<file path="src/rtl/rst_sequencer_pkg.sv">
// ---------------------------------------------------------------------------
// rst_sequencer_pkg
//   Shared definitions for the reset sequencer: state encodings, default
//   parameter values and a helper for sizing the shared delay counter.
// ---------------------------------------------------------------------------
package rst_sequencer_pkg;

   typedef enum logic [1:0] {
      ST_WAIT   = 2'd0,
      ST_CORE   = 2'd1,
      ST_PERIPH = 2'd2,
      ST_RUN    = 2'd3
   } seq_state_t;

   localparam int LOCK_FILT_DEF = 16;
   localparam int STAGE_DLY_DEF = 8;
   localparam int CNT_W_DEF     = 8;

   // One counter serves both the lock filter and the stage delays, so it is
   // sized for the larger of the two terminal counts (never narrower than 1).
   function automatic int dly_cnt_w(input int a, input int b);
      int m;
      m = (a > b) ? a : b;
      return (m <= 1) ? 1 : $clog2(m);
   endfunction

endpackage

</file>
<file path="src/rtl/rst_sequencer_if.sv">
// ---------------------------------------------------------------------------
// rst_sequencer_if
//   Lock/reset bundle between the PLL side and the reset sequencer.
//   Signal names are from the sequencer's point of view.
//     i_locked     raw PLL LOCK (asynchronous to the sequencer clock)
//     i_soft_rst   synchronous request to re-run the release sequence
//     o_rst_core   core reset, active-high
//     o_rst_periph peripheral reset, active-high
//     o_ready      all resets released
//     o_loss_cnt   saturating lock-loss event count
//   master: drives lock/soft reset, observes resets (PLL / control side)
//   slave : the sequencer itself
// ---------------------------------------------------------------------------
interface rst_sequencer_if #(
   parameter int CNT_W = 8
);
   logic             i_locked;
   logic             i_soft_rst;
   logic             o_rst_core;
   logic             o_rst_periph;
   logic             o_ready;
   logic [CNT_W-1:0] o_loss_cnt;

   modport master (
      output i_locked,
      output i_soft_rst,
      input  o_rst_core,
      input  o_rst_periph,
      input  o_ready,
      input  o_loss_cnt
   );

   modport slave (
      input  i_locked,
      input  i_soft_rst,
      output o_rst_core,
      output o_rst_periph,
      output o_ready,
      output o_loss_cnt
   );
endinterface

</file>
<file path="src/rtl/rst_sequencer_sync_2ff.sv">
// ---------------------------------------------------------------------------
// sync_2ff
//   Two-flop synchronizer for a single asynchronous level input.
//   Reset forces both flops to 0. Output lags the input by two clocks.
//   Ports: i_clk, i_rst (async, active-high), i_d (async in), o_q (synced).
// ---------------------------------------------------------------------------
module sync_2ff (
   input  logic i_clk,
   input  logic i_rst,
   input  logic i_d,
   output logic o_q
);
   logic r_meta;
   logic r_q;

   always_ff @(posedge i_clk or posedge i_rst) begin
      if (i_rst) begin
         r_meta <= 1'b0;
         r_q    <= 1'b0;
      end else begin
         r_meta <= i_d;
         r_q    <= r_meta;
      end
   end

   assign o_q = r_q;
endmodule

</file>
<file path="src/rtl/rst_sequencer.sv">
// ---------------------------------------------------------------------------
// rst_sequencer
//   Turns raw PLL LOCK into staged resets: core released first, then
//   peripherals, then ready. Lock chatter is filtered; loss of lock re-asserts
//   everything and is counted (saturating) for debug.
//   Ports:
//     i_clk  PLL output clock (only clock of the block)
//     i_rst  asynchronous active-high reset
//     bus    rst_sequencer_if.slave (lock / soft reset in, resets / count out)
//
//   state  | meaning
//   -------+-------------------------------------------------------------
//   WAIT   | all resets held; counting consecutive synced-lock cycles
//   CORE   | core released, peripherals held; stage delay running
//   PERIPH | core and peripherals released; stage delay running
//   RUN    | everything released, o_ready high
// ---------------------------------------------------------------------------
module rst_sequencer
   import rst_sequencer_pkg::*;
#(
   parameter int LOCK_FILT = LOCK_FILT_DEF,
   parameter int STAGE_DLY = STAGE_DLY_DEF,
   parameter int CNT_W     = CNT_W_DEF
) (
   input  logic            i_clk,
   input  logic            i_rst,
   rst_sequencer_if.slave  bus
);

   localparam int               DCW      = dly_cnt_w(LOCK_FILT, STAGE_DLY);
   localparam logic [DCW-1:0]   FILT_TC  = DCW'(LOCK_FILT - 1);
   localparam logic [DCW-1:0]   STAGE_TC = DCW'(STAGE_DLY - 1);
   localparam logic [CNT_W-1:0] LOSS_MAX = '1;

   logic             w_lock_s;
   seq_state_t       r_state;
   seq_state_t       w_state_nxt;
   logic [DCW-1:0]   r_cnt;
   logic [DCW-1:0]   w_cnt_nxt;
   logic [CNT_W-1:0] r_loss_cnt;
   logic [CNT_W-1:0] w_loss_nxt;
   logic             r_rst_core;
   logic             r_rst_periph;
   logic             r_ready;

   sync_2ff u_lock_sync (
      .i_clk (i_clk),
      .i_rst (i_rst),
      .i_d   (bus.i_locked),
      .o_q   (w_lock_s)
   );

   always_comb begin
      w_state_nxt = r_state;
      w_cnt_nxt   = r_cnt;
      w_loss_nxt  = r_loss_cnt;

      if (r_state == ST_WAIT) begin
         // Any low synced-lock cycle (or a soft reset) restarts the filter.
         if (i_soft_rst_w() || !w_lock_s) begin
            w_cnt_nxt = '0;
         end else if (r_cnt == FILT_TC) begin
            w_state_nxt = ST_CORE;
            w_cnt_nxt   = '0;
         end else begin
            w_cnt_nxt = r_cnt + DCW'(1);
         end
      end else if (!w_lock_s) begin
         // Loss wins over a simultaneous soft reset so the event is counted.
         w_state_nxt = ST_WAIT;
         w_cnt_nxt   = '0;
         if (r_loss_cnt != LOSS_MAX) begin
            w_loss_nxt = r_loss_cnt + CNT_W'(1);
         end
      end else if (i_soft_rst_w()) begin
         w_state_nxt = ST_WAIT;
         w_cnt_nxt   = '0;
      end else begin
         unique case (r_state)
            ST_CORE: begin
               if (r_cnt == STAGE_TC) begin
                  w_state_nxt = ST_PERIPH;
                  w_cnt_nxt   = '0;
               end else begin
                  w_cnt_nxt = r_cnt + DCW'(1);
               end
            end
            ST_PERIPH: begin
               if (r_cnt == STAGE_TC) begin
                  w_state_nxt = ST_RUN;
                  w_cnt_nxt   = '0;
               end else begin
                  w_cnt_nxt = r_cnt + DCW'(1);
               end
            end
            default: begin
               w_cnt_nxt = '0;
            end
         endcase
      end
   end

   function automatic logic i_soft_rst_w();
      return bus.i_soft_rst;
   endfunction

   // Outputs are decoded from the next state so they change on the same
   // edge that enters the state, with no combinational path to the pins.
   always_ff @(posedge i_clk or posedge i_rst) begin
      if (i_rst) begin
         r_state      <= ST_WAIT;
         r_cnt        <= '0;
         r_loss_cnt   <= '0;
         r_rst_core   <= 1'b1;
         r_rst_periph <= 1'b1;
         r_ready      <= 1'b0;
      end else begin
         r_state      <= w_state_nxt;
         r_cnt        <= w_cnt_nxt;
         r_loss_cnt   <= w_loss_nxt;
         r_rst_core   <= (w_state_nxt == ST_WAIT);
         r_rst_periph <= (w_state_nxt == ST_WAIT) || (w_state_nxt == ST_CORE);
         r_ready      <= (w_state_nxt == ST_RUN);
      end
   end

   assign bus.o_rst_core   = r_rst_core;
   assign bus.o_rst_periph = r_rst_periph;
   assign bus.o_ready      = r_ready;
   assign bus.o_loss_cnt   = r_loss_cnt;

   // Release order: peripherals never out of reset while the core is held,
   // and ready only once both are released.
   a_rst_order : assert property (
      @(posedge i_clk) disable iff (i_rst)
      (!r_rst_periph -> !r_rst_core) && (r_ready -> (!r_rst_core && !r_rst_periph))
   );

endmodule
</file>
<file path="src/flat_wrapper.sv">
// flat-port wrapper written by rule: the top's interface ports become plain ports
module rst_sequencer_flat import rst_sequencer_pkg::*;
#(
   parameter int LOCK_FILT = LOCK_FILT_DEF,
   parameter int STAGE_DLY = STAGE_DLY_DEF,
   parameter int CNT_W     = CNT_W_DEF
)
  (i_clk, i_rst, bus_i_locked, bus_i_soft_rst, bus_o_rst_core, bus_o_rst_periph, bus_o_ready, bus_o_loss_cnt);
  rst_sequencer_if #(.CNT_W(CNT_W)) bus_i ();
  input  logic i_clk;
  input  logic i_rst;
  input wire logic [$bits(bus_i.i_locked)-1:0] bus_i_locked;
  input wire logic [$bits(bus_i.i_soft_rst)-1:0] bus_i_soft_rst;
  output wire logic [$bits(bus_i.o_rst_core)-1:0] bus_o_rst_core;
  output wire logic [$bits(bus_i.o_rst_periph)-1:0] bus_o_rst_periph;
  output wire logic [$bits(bus_i.o_ready)-1:0] bus_o_ready;
  output wire logic [$bits(bus_i.o_loss_cnt)-1:0] bus_o_loss_cnt;
  assign bus_i.i_locked = bus_i_locked;
  assign bus_i.i_soft_rst = bus_i_soft_rst;
  assign bus_o_rst_core = bus_i.o_rst_core;
  assign bus_o_rst_periph = bus_i.o_rst_periph;
  assign bus_o_ready = bus_i.o_ready;
  assign bus_o_loss_cnt = bus_i.o_loss_cnt;
  rst_sequencer #(.LOCK_FILT(LOCK_FILT), .STAGE_DLY(STAGE_DLY), .CNT_W(CNT_W)) u_core (.i_clk(i_clk), .i_rst(i_rst), .bus(bus_i));
endmodule
</file>
<file path="config.mk">
export PLATFORM = sky130hd
export DESIGN_NAME = rst_sequencer_flat
export DESIGN_NICKNAME = d
export VERILOG_FILES = /design/src/rtl/rst_sequencer_pkg.sv /design/src/rtl/rst_sequencer_if.sv /design/src/rtl/rst_sequencer_sync_2ff.sv /design/src/rtl/rst_sequencer.sv /design/src/flat_wrapper.sv
export SDC_FILE = /design/constraint.sdc
export NUM_CORES = 1
export LEC_CHECK = 0
export ABC_AREA = 1
export BUFFER_PORTS_ARGS = -buffer_cell sky130_fd_sc_hd__buf_2
export CORE_MARGIN = 1
export CORE_UTILIZATION = 54
export DETAILED_ROUTE_END_ITERATION = 7
export PLACE_DENSITY = 0.79
export SYNTH_ARGS = -nofsm -noshare
export SYNTH_HDL_FRONTEND = slang
export SYNTH_SLANG_ARGS = --single-unit
</file>
<file path="constraint.sdc">
create_clock -name i_clk -period 3.56 [get_ports i_clk]
set_clock_uncertainty 0.05 [all_clocks]
set_input_delay 0.356 -clock i_clk [delete_from_list [all_inputs] [get_ports i_clk]]
set_output_delay 0.356 -clock i_clk [all_outputs]
set_load 0.02 [all_outputs]
</file>
==> summary.md, run 1 <==
| Metric | Value |
|---|---|
| Number of buffers between clock root and the deepest sink | 2 |
| GRT Total Usage | 20.1% |
| Initial antenna violation count | 0 |
| Main area contributors after synthesis | sky130_fd_sc_hd__dfrtp_1, sky130_fd_sc_hd__nand2_1, sky130_fd_sc_hd__inv_1, sky130_fd_sc_hd__ha_1, sky130_fd_sc_hd__dfstp_2 |
| Ys async rst share | 100% |
| Number of DRC markers in iteration 0 | 8 |
| Proportion of layout cells with a drive suffix above 1 | 23.5% |
| Reg-to-Reg Start | u_core.r_state[1]$_DFF_PP0_ |
| Number of distinct library cells after synthesis | 23 |
| Global-route wire length before repair | 2860 um |
| Via count of the first global-routing pass | between 600 and 700 |
| Final HPWL from detailed placement | 1270 um |
| Leftover overflow at the end of global routing | 0 |
| Result of the run | completed |
| Number of gates given a new drive strength after cts | 0 |
| Number of iterations in the first detailed-routing pass | 4 |
| Area of the core region | 0.00159 mm2 |
| Hold_ws | 91.5 ps |
| Most frequent cell on the critical path | sky130_fd_sc_hd__nand2_1 |
| Delay of the slowest cell on the worst path | about 390 ps |
| Worst path depth | 8 |
| Critical path fanouts, max | 8 |
| Final-report setup violation count | 0 |
| Count of inserted antenna diode cells | 0 |
| Required time worst endpoint | around 3700 ps |
| Leakage power total | approximately 0.58 nW |
| Synthesis-to-layout area growth | 13.1% |
| Highest attainable clock frequency | 663 MHz |
| Placement-stage worst setup slack | 2060 ps |
| Total via count after detailed routing | 772 |
| Per-cell via count in the routed design | 4.95 |
| Die boundary width | 44.4 um |
| Time the worst path needs with I/O delays and setup | 1510 ps |
| Total number of placement rows | 14 |
| Number of sinks on the clock net | 19 |
| Max-cap viol count | 0 |
| Clock insertion delay at the later pin of the skew report | roughly 300 ps |
| Fillers | 130 |
| Utilization of the core after routing | 69.0% |
| ANT nets after route | 0 |
| Number of placed instances with taps included | 152 |
| Die Footprint | around 0.0020 mm2 |
| Multi-input gate area in the final layout | ~420 um2 |
| Final estimated routing congestion in global placement | about 0.8 |
| Cell Area, Synth | 972 um2 |
| Worst-case headroom to the max-slew limit | 53.8% |
| Worst hold path class | input pin to asynchronous set/reset pin |
| Sort of element at the start of the critical path | flip-flop |
| Largest net degree at the start of global routing | 20 |
| Reg2Reg Setup Slack | 2050 ps |
| Net count after synthesis | 123 |
| Final critical-path setup slack | 2050 ps |
| Starting density of the core | 61.0% |
| Family with the most delay on the worst path | simple AND/OR/NAND/NOR gates |
| TritonCTS buffer count | 3 |
| Cell type with the largest total area after synthesis | sky130_fd_sc_hd__dfrtp_1 |
| Final Hold Fails | 0 |
| RSZ-0062 raised after global routing | false |
| Clock transition at path regs | approximately 110 ps |
| Setup crit end kind | flip-flop |
| Power density relative to cell area | 306 mW/mm2 |
| Top-area cell type share of the netlist area | 43.8% |
| Filler-free cell count of the finished design | ~160 |
| Post-route setup TNS | 0 ps |
| Dominant synthesized flop cell | sky130_fd_sc_hd__dfrtp_1 |
| Routed wire length | 1670 um |
| Top-level port count | 15 |
| Number of buffer and inverter instances along the worst setup path | 2 |
| Max Slew Vio Count | 0 |
| Height of the die | 44.4 um |
| CTS Root Cell | sky130_fd_sc_hd__clkbuf_4 |
| Syn Inst Count | 114 |
| Average detailed-routed wire length per instance | 10.7 um |
| H-tree lvl count | 1 |
| Quantity of I/O buffers inserted on ports | 14 |
| Clock tree from TritonCTS | done |
| Slowest cell on the critical path | sky130_fd_sc_hd__dfrtp_1 |
| Maximum ir drop on the vdd rail | 0.310 mV |
| Number of cells on the worst reg-to-reg path | 8 |
| Commonest cells after routing, fill and taps aside | sky130_fd_sc_hd__nand2_1, sky130_fd_sc_hd__inv_1, sky130_fd_sc_hd__dfrtp_1 |
| Sequential cell area in the final layout | 478 um2 |
| Cts-stage hold buffer count | 0 |
| Critical path cell sequence | inv_1, ha_1, nor2_1, nand2_4, inv_4, nand2_2, nand2_1, nand2_1 |
| Number of design rule violations left after detail routing | 0 |
| Commonest non-fill, non-tap cell in the layout | sky130_fd_sc_hd__nand2_1 |
| Worst slew pin tran | 692 ps |
| Crit share post-route | 42.4% |
| Proportion of synthesized chip area in sequential cells | 49.2% |
| Syn. warnings | 0 |
| Post-CTS setup buffers | 0 |
| Data arrival time of the critical path | 1660 ps |
| Nets@finish | 142 |
| Syn_area_per_cell | ~8.5 um2 |
| Critical path class | flip-flop to flip-flop |
| Count of flip-flops with a built-in enable after synthesis | 0 |
| Destination of the worst register-to-register timing path | u_core.bus.o_loss_cnt[5]$_DFFE_PP0P_ |
| Total of flip-flops plus latches after synthesis | 19 |
synth_stat cells, drive strengths merged (2+ instances only):
master  instances
dfrtp          17
nand3          10
inv            20
ha              5
o21ai           2
xor2            4
nor3            4
nor2            7
nand2          35
a21oi           3
dfstp           2
report_power, final:
group	switching [mW]	total (mW)	internal, mW
registers	0.00129	0.219	0.218
clock network	0.0651	0.107	0.0419
logic	0.00717	0.0101	0.00295
total	0.0736	0.336	0.263
through the flow:
| step | total power [mW] | instance area (um2) |
|---|---|---|
| 4_1_cts | 0.340 | 1100 |
| 3_3_place_gp | 0.234 | 1070 |
| 2_1_floorplan | 0.230 | 972 |
| 6_report | 0.336 | 1100 |
| 5_1_grt | 0.348 | 1100 |
| 3_5_place_dp | 0.234 | 1070 |
metal layers:
layer / wire length, um / vias up / global-route usage, %
li1: - / 392 / -
met1: 804 / 359 / 26.9
met2: 769 / 17 / 31.2
met3: 67 / 4 / 4.90
met4: 31 / 0 / 9.09
met5: 0 / - / 0
kinds of logic after synthesis:
| group | synth area share (%) |
|---|---|
| AO/OA/AOI/OAI | 4.25 |
| XOR/XNOR | 4.50 |
| adder cells (fa/ha/maj) | 6.44 |
| buffers and inverters | 7.98 |
| flip-flops | 49.2 |
| AND/OR/NAND/NOR | 27.7 |
worst register-to-register path: cells and delay by family (launching register included):
kind | cells | cell delay, ps
AND/OR/NAND/NOR | 5 | 500
flip-flops | 1 | 390
adder cells (fa/ha/maj) | 1 | 260
buffers and inverters | 2 | 210
area by class of cell:
| class | count | area share, % |
|---|---|---|
| clock buffers | 3 | 2.05 |
| inverters | 20 | 7.05 |
| flip-flops and latches | 19 | 43.5 |
| multi-input cells | 75 | 37.9 |
| repair buffers | 14 | 6.37 |
| clock inverters | 1 | 0.455 |
| well taps | 24 | 2.73 |
worst max-delay path by stage:
stage	startpoint	endpoint	slack, ps
3_5_place_dp	u_core.r_state[1]$_DFF_PP0_	u_core.bus.o_loss_cnt[5]$_DFFE_PP0P_	2060
6_report	u_core.r_state[1]$_DFF_PP0_	u_core.bus.o_loss_cnt[5]$_DFFE_PP0P_	2050
3_3_place_gp	u_core.r_state[1]$_DFF_PP0_	u_core.bus.o_loss_cnt[5]$_DFFE_PP0P_	2140
4_1_cts	u_core.r_state[1]$_DFF_PP0_	u_core.bus.o_loss_cnt[5]$_DFFE_PP0P_	2040
2_1_floorplan	u_core.bus.o_loss_cnt[1]$_DFFE_PP0P_	u_core.bus.o_loss_cnt[2]$_DFFE_PP0P_	2180
5_1_grt	u_core.r_state[1]$_DFF_PP0_	u_core.bus.o_loss_cnt[5]$_DFFE_PP0P_	1910
registers in the layout, indices dropped and copies added (netlist names):
name                       flops
u_core.bus.o_loss_cnt          8
u_core.r_cnt                   4
u_core.r_state                 2
u_core.bus.o_ready             1
u_core.bus.o_rst_core          1
u_core.bus.o_rst_periph        1
u_core.u_lock_sync.o_q         1
u_core.u_lock_sync.r_meta      1
Note: power is estimated with default switching activity, not from simulation.
==> inputs of run 2 (changes only) <==
==> constraint.sdc (replaced) <==
create_clock -name i_clk -period 1.4 [get_ports i_clk]
set_clock_uncertainty 0.05 [all_clocks]
set_input_delay 0.14 -clock i_clk [delete_from_list [all_inputs] [get_ports i_clk]]
set_output_delay 0.14 -clock i_clk [all_outputs]
set_load 0.02 [all_outputs]
==> run 2 against run 1 <==
  * Combinational power rose to 3.6 times the previous value
  * Power grew to 2.6 times the previous value
  * Sequential cell count stayed put
  * Critical path depth is the same
  * Global-route usage grew 1.4 points
  * Worst hold slack improved by 230 ps
  * Non-clock buffer count up 11
  * Core utilization increased by 8.1 points
  * Largest cell class unchanged
  * Highest routed layer unchanged
==> summary.md, run 2 (synthesis results as in run 1) <==
| Metric | Value |
|---|---|
| Clock tree from TritonCTS | done (unchanged) |
| Clock transition at path regs | 100 ps (was 110 ps) |
| Worst hold path class | flip-flop to flip-flop (was input pin to asynchronous set/reset pin) |
| ANT nets after route | 0 (unchanged) |
| Per-cell via count in the routed design | 5.08 (was 4.95) |
| Destination of the worst register-to-register timing path | u_core.bus.o_loss_cnt[2]$_DFFE_PP0P_ (was u_core.bus.o_loss_cnt[5]$_DFFE_PP0P_) |
| Largest net degree at the start of global routing | 20 (unchanged) |
| Area of the core region | 0.00159 mm2 (unchanged) |
| Initial antenna violation count | 0 (unchanged) |
| Number of DRC markers in iteration 0 | 33 (was 8) |
| Placement-stage worst setup slack | -42.8 ps (was 2060 ps) |
| Starting density of the core | 61.0% (unchanged) |
| Clock insertion delay at the later pin of the skew report | 300 ps (about the same) |
| Critical path class | flip-flop to flip-flop (unchanged) |
| Number of sinks on the clock net | 19 (unchanged) |
| Hold endpoint | u_core.u_lock_sync.o_q$_DFF_PP0_ |
| Final Hold Fails | 0 (unchanged) |
| Final estimated routing congestion in global placement | 0.792 (was 0.796) |
| Total via count after detailed routing | 848 (was 772) |
| Via count of the first global-routing pass | 758 (was 687) |
| Critical path fanouts, max | 8 (unchanged) |
| Reg2Reg Setup Slack | 60 ps (was 2050 ps) |
| Reg-to-Reg Start | u_core.bus.o_loss_cnt[1]$_DFFE_PP0P_ (was u_core.r_state[1]$_DFF_PP0_) |
| Maximum ir drop on the vdd rail | 0.724 mV (was 0.310 mV) |
| Critical path cell sequence | ha_4, nand3_2, nor2_2, nand2_2, nand2_4, inv_4, nand3_1, nand2_1 (was inv_1, ha_1, nor2_1, nand2_4, inv_4, nand2_2, nand2_1, nand2_1) |
| Max Slew Vio Count | 0 (unchanged) |
| TritonCTS buffer count | 3 (unchanged) |
| Flip-flop count of the largest register after layout | 8 (unchanged) |
| Worst-case headroom to the max-slew limit | 79.0% (was 53.8%) |
| Top-level port count | 15 (unchanged) |
| Result of the run | completed (unchanged) |
| Setup crit end kind | flip-flop (unchanged) |
| Nets@finish | 153 (was 142) |
| Post-route setup TNS | 0 ps (unchanged) |
| Proportion of layout cells with a drive suffix above 1 | 31.5% (was 23.5%) |
| Worst slew pin tran | 314 ps (was 692 ps) |
| Crit share post-route | 95.5% (was 42.4%) |
| Slowest cell on the critical path | sky130_fd_sc_hd__dfrtp_2 (was sky130_fd_sc_hd__dfrtp_1) |
| GRT Total Usage | 21.6% (was 20.1%) |
| Cells on Worst Hold Path | 0 |
| H-tree lvl count | 1 (unchanged) |
| Fillers | 117 (was 130) |
| Leakage power total | 0.626 nW (was 0.582 nW) |
| Die boundary width | 44.4 um (unchanged) |
| Count of inserted antenna diode cells | 0 (unchanged) |
| Total number of placement rows | 14 (unchanged) |
| Global-route wire length before repair | 3090 um (was 2860 um) |
| Number of iterations in the first detailed-routing pass | 4 (unchanged) |
| Final Total Pwr | 0.870 mW (was 0.336 mW) |
| Final-report setup violation count | 0 (unchanged) |
| Average detailed-routed wire length per instance | 12.5 um (was 10.7 um) |
| Leftover overflow at the end of global routing | 0 (unchanged) |
| Delay of the slowest cell on the worst path | 420 ps (was 390 ps) |
| Max-cap viol count | 0 (unchanged) |
| Required time worst endpoint | 1540 ps (was 3710 ps) |
| Commonest non-fill, non-tap cell in the layout | sky130_fd_sc_hd__nand2_1 (unchanged) |
| Routed wire length | 2090 um (was 1670 um) |
| Sort of element at the start of the critical path | flip-flop (unchanged) |
| Number of buffers between clock root and the deepest sink | 2 (unchanged) |
| Time the worst path needs with I/O delays and setup | 1340 ps (was 1510 ps) |
| Power density relative to cell area | 708 mW/mm2 (was 306 mW/mm2) |
| Final critical-path setup slack | 63.2 ps (was 2050 ps) |
| Highest attainable clock frequency | 748 MHz (was 663 MHz) |
| Number of design rule violations left after detail routing | 0 (unchanged) |
| Synthesis-to-layout area growth | 26.4% (was 13.1%) |
| Final HPWL from detailed placement | 1360 um (was 1270 um) |
| Number of cells on the worst reg-to-reg path | 8 (unchanged) |
| Height of the die | 44.4 um (unchanged) |
| CTS Root Cell | sky130_fd_sc_hd__clkbuf_4 (unchanged) |
| Quantity of I/O buffers inserted on ports | 14 (unchanged) |
| Commonest cells after routing, fill and taps aside | sky130_fd_sc_hd__nand2_1, sky130_fd_sc_hd__inv_1, sky130_fd_sc_hd__dfrtp_1 (unchanged) |
| Data arrival time of the critical path | 1480 ps (was 1660 ps) |
| Worst Min Path Start | u_core.u_lock_sync.r_meta$_DFF_PP0_ |
| Die Footprint | 0.00197 mm2 (unchanged) |
==> run 2: through the flow <==
| stage | cell area, um2 | hold slack, ps | utilization, % | instances |
|---|---|---|---|---|
| 5_1_grt | 1230 | 327 | 77.1 | 167 |
| 4_1_cts | 1170 | 322 | 73.5 | 164 |
| 6_report | 1230 | 318 | 77.1 | 167 |
| 2_1_floorplan | 972 | 39.6 | - | 114 |
| 3_5_place_dp | 1110 | 122 | 69.6 | 157 |
| 3_3_place_gp | 1110 | 117 | 69.6 | 157 |
==> run 2: critical path: cells and delay by family (launching register included) <==
kind	cells	cell delay, ps
fa+ha+maj	1	160
simple gates	6	530
buf+inv	1	60
flops	1	420
==> run 2: power by group <==
group / switching [mW] / internal, mW
clock: 0.164 / 0.111
sequential: 0.00395 / 0.554
combinational: 0.0210 / 0.0153
==> run 2: area by class of cell <==
cell class | count | area (um2) | share of cell area, %
clock buffer | 4 | 26.3 | 2.14
inverter | 20 | 77.6 | 6.31
multi-input combinational | 75 | 455 | 37.1
sequential | 19 | 479 | 39.0
tap | 24 | 30.0 | 2.44
timing repair buffer | 25 | 160 | 13.0
==> run 2: layer usage <==
| layer | vias up | wire [um] | global-route usage (%) |
|---|---|---|---|
| li1 | 414 | - | - |
| met1 | 397 | 911 | 27.6 |
| met2 | 32 | 1050 | 37.1 |
| met3 | 5 | 88 | 2.45 |
| met4 | 0 | 46 | 9.09 |
| met5 | - | 0 | 0 |
==> run 2: how the worst max path moves through the flow <==
stage                                               startpoint  cells after the start                              endpoint
after global routing      u_core.bus.o_loss_cnt[1]$_DFFE_PP0P_                      8  u_core.bus.o_loss_cnt[7]$_DFFE_PP0P_
after global placement             u_core.r_state[0]$_DFF_PP0_                      8  u_core.bus.o_loss_cnt[5]$_DFFE_PP0P_
after CTS                 u_core.bus.o_loss_cnt[1]$_DFFE_PP0P_                      8  u_core.bus.o_loss_cnt[2]$_DFFE_PP0P_
after floorplan           u_core.bus.o_loss_cnt[1]$_DFFE_PP0P_                      8  u_core.bus.o_loss_cnt[2]$_DFFE_PP0P_
final                     u_core.bus.o_loss_cnt[1]$_DFFE_PP0P_                      8  u_core.bus.o_loss_cnt[2]$_DFFE_PP0P_
after detailed placement           u_core.r_state[0]$_DFF_PP0_                      8  u_core.bus.o_loss_cnt[5]$_DFFE_PP0P_
==> run 2: timing repair <==
| item | 4_1_cts | 5_1_grt |
|---|---|---|
| hold buffers | 3 | 0 |
| buffers inserted | 0 | 3 |
| resized for setup | 2 | 7 |
| endpoints found under the setup margin | 3 | 13 |
| endpoints found under the hold margin | 19 | 0 |
| pin swaps | 0 | 3 |
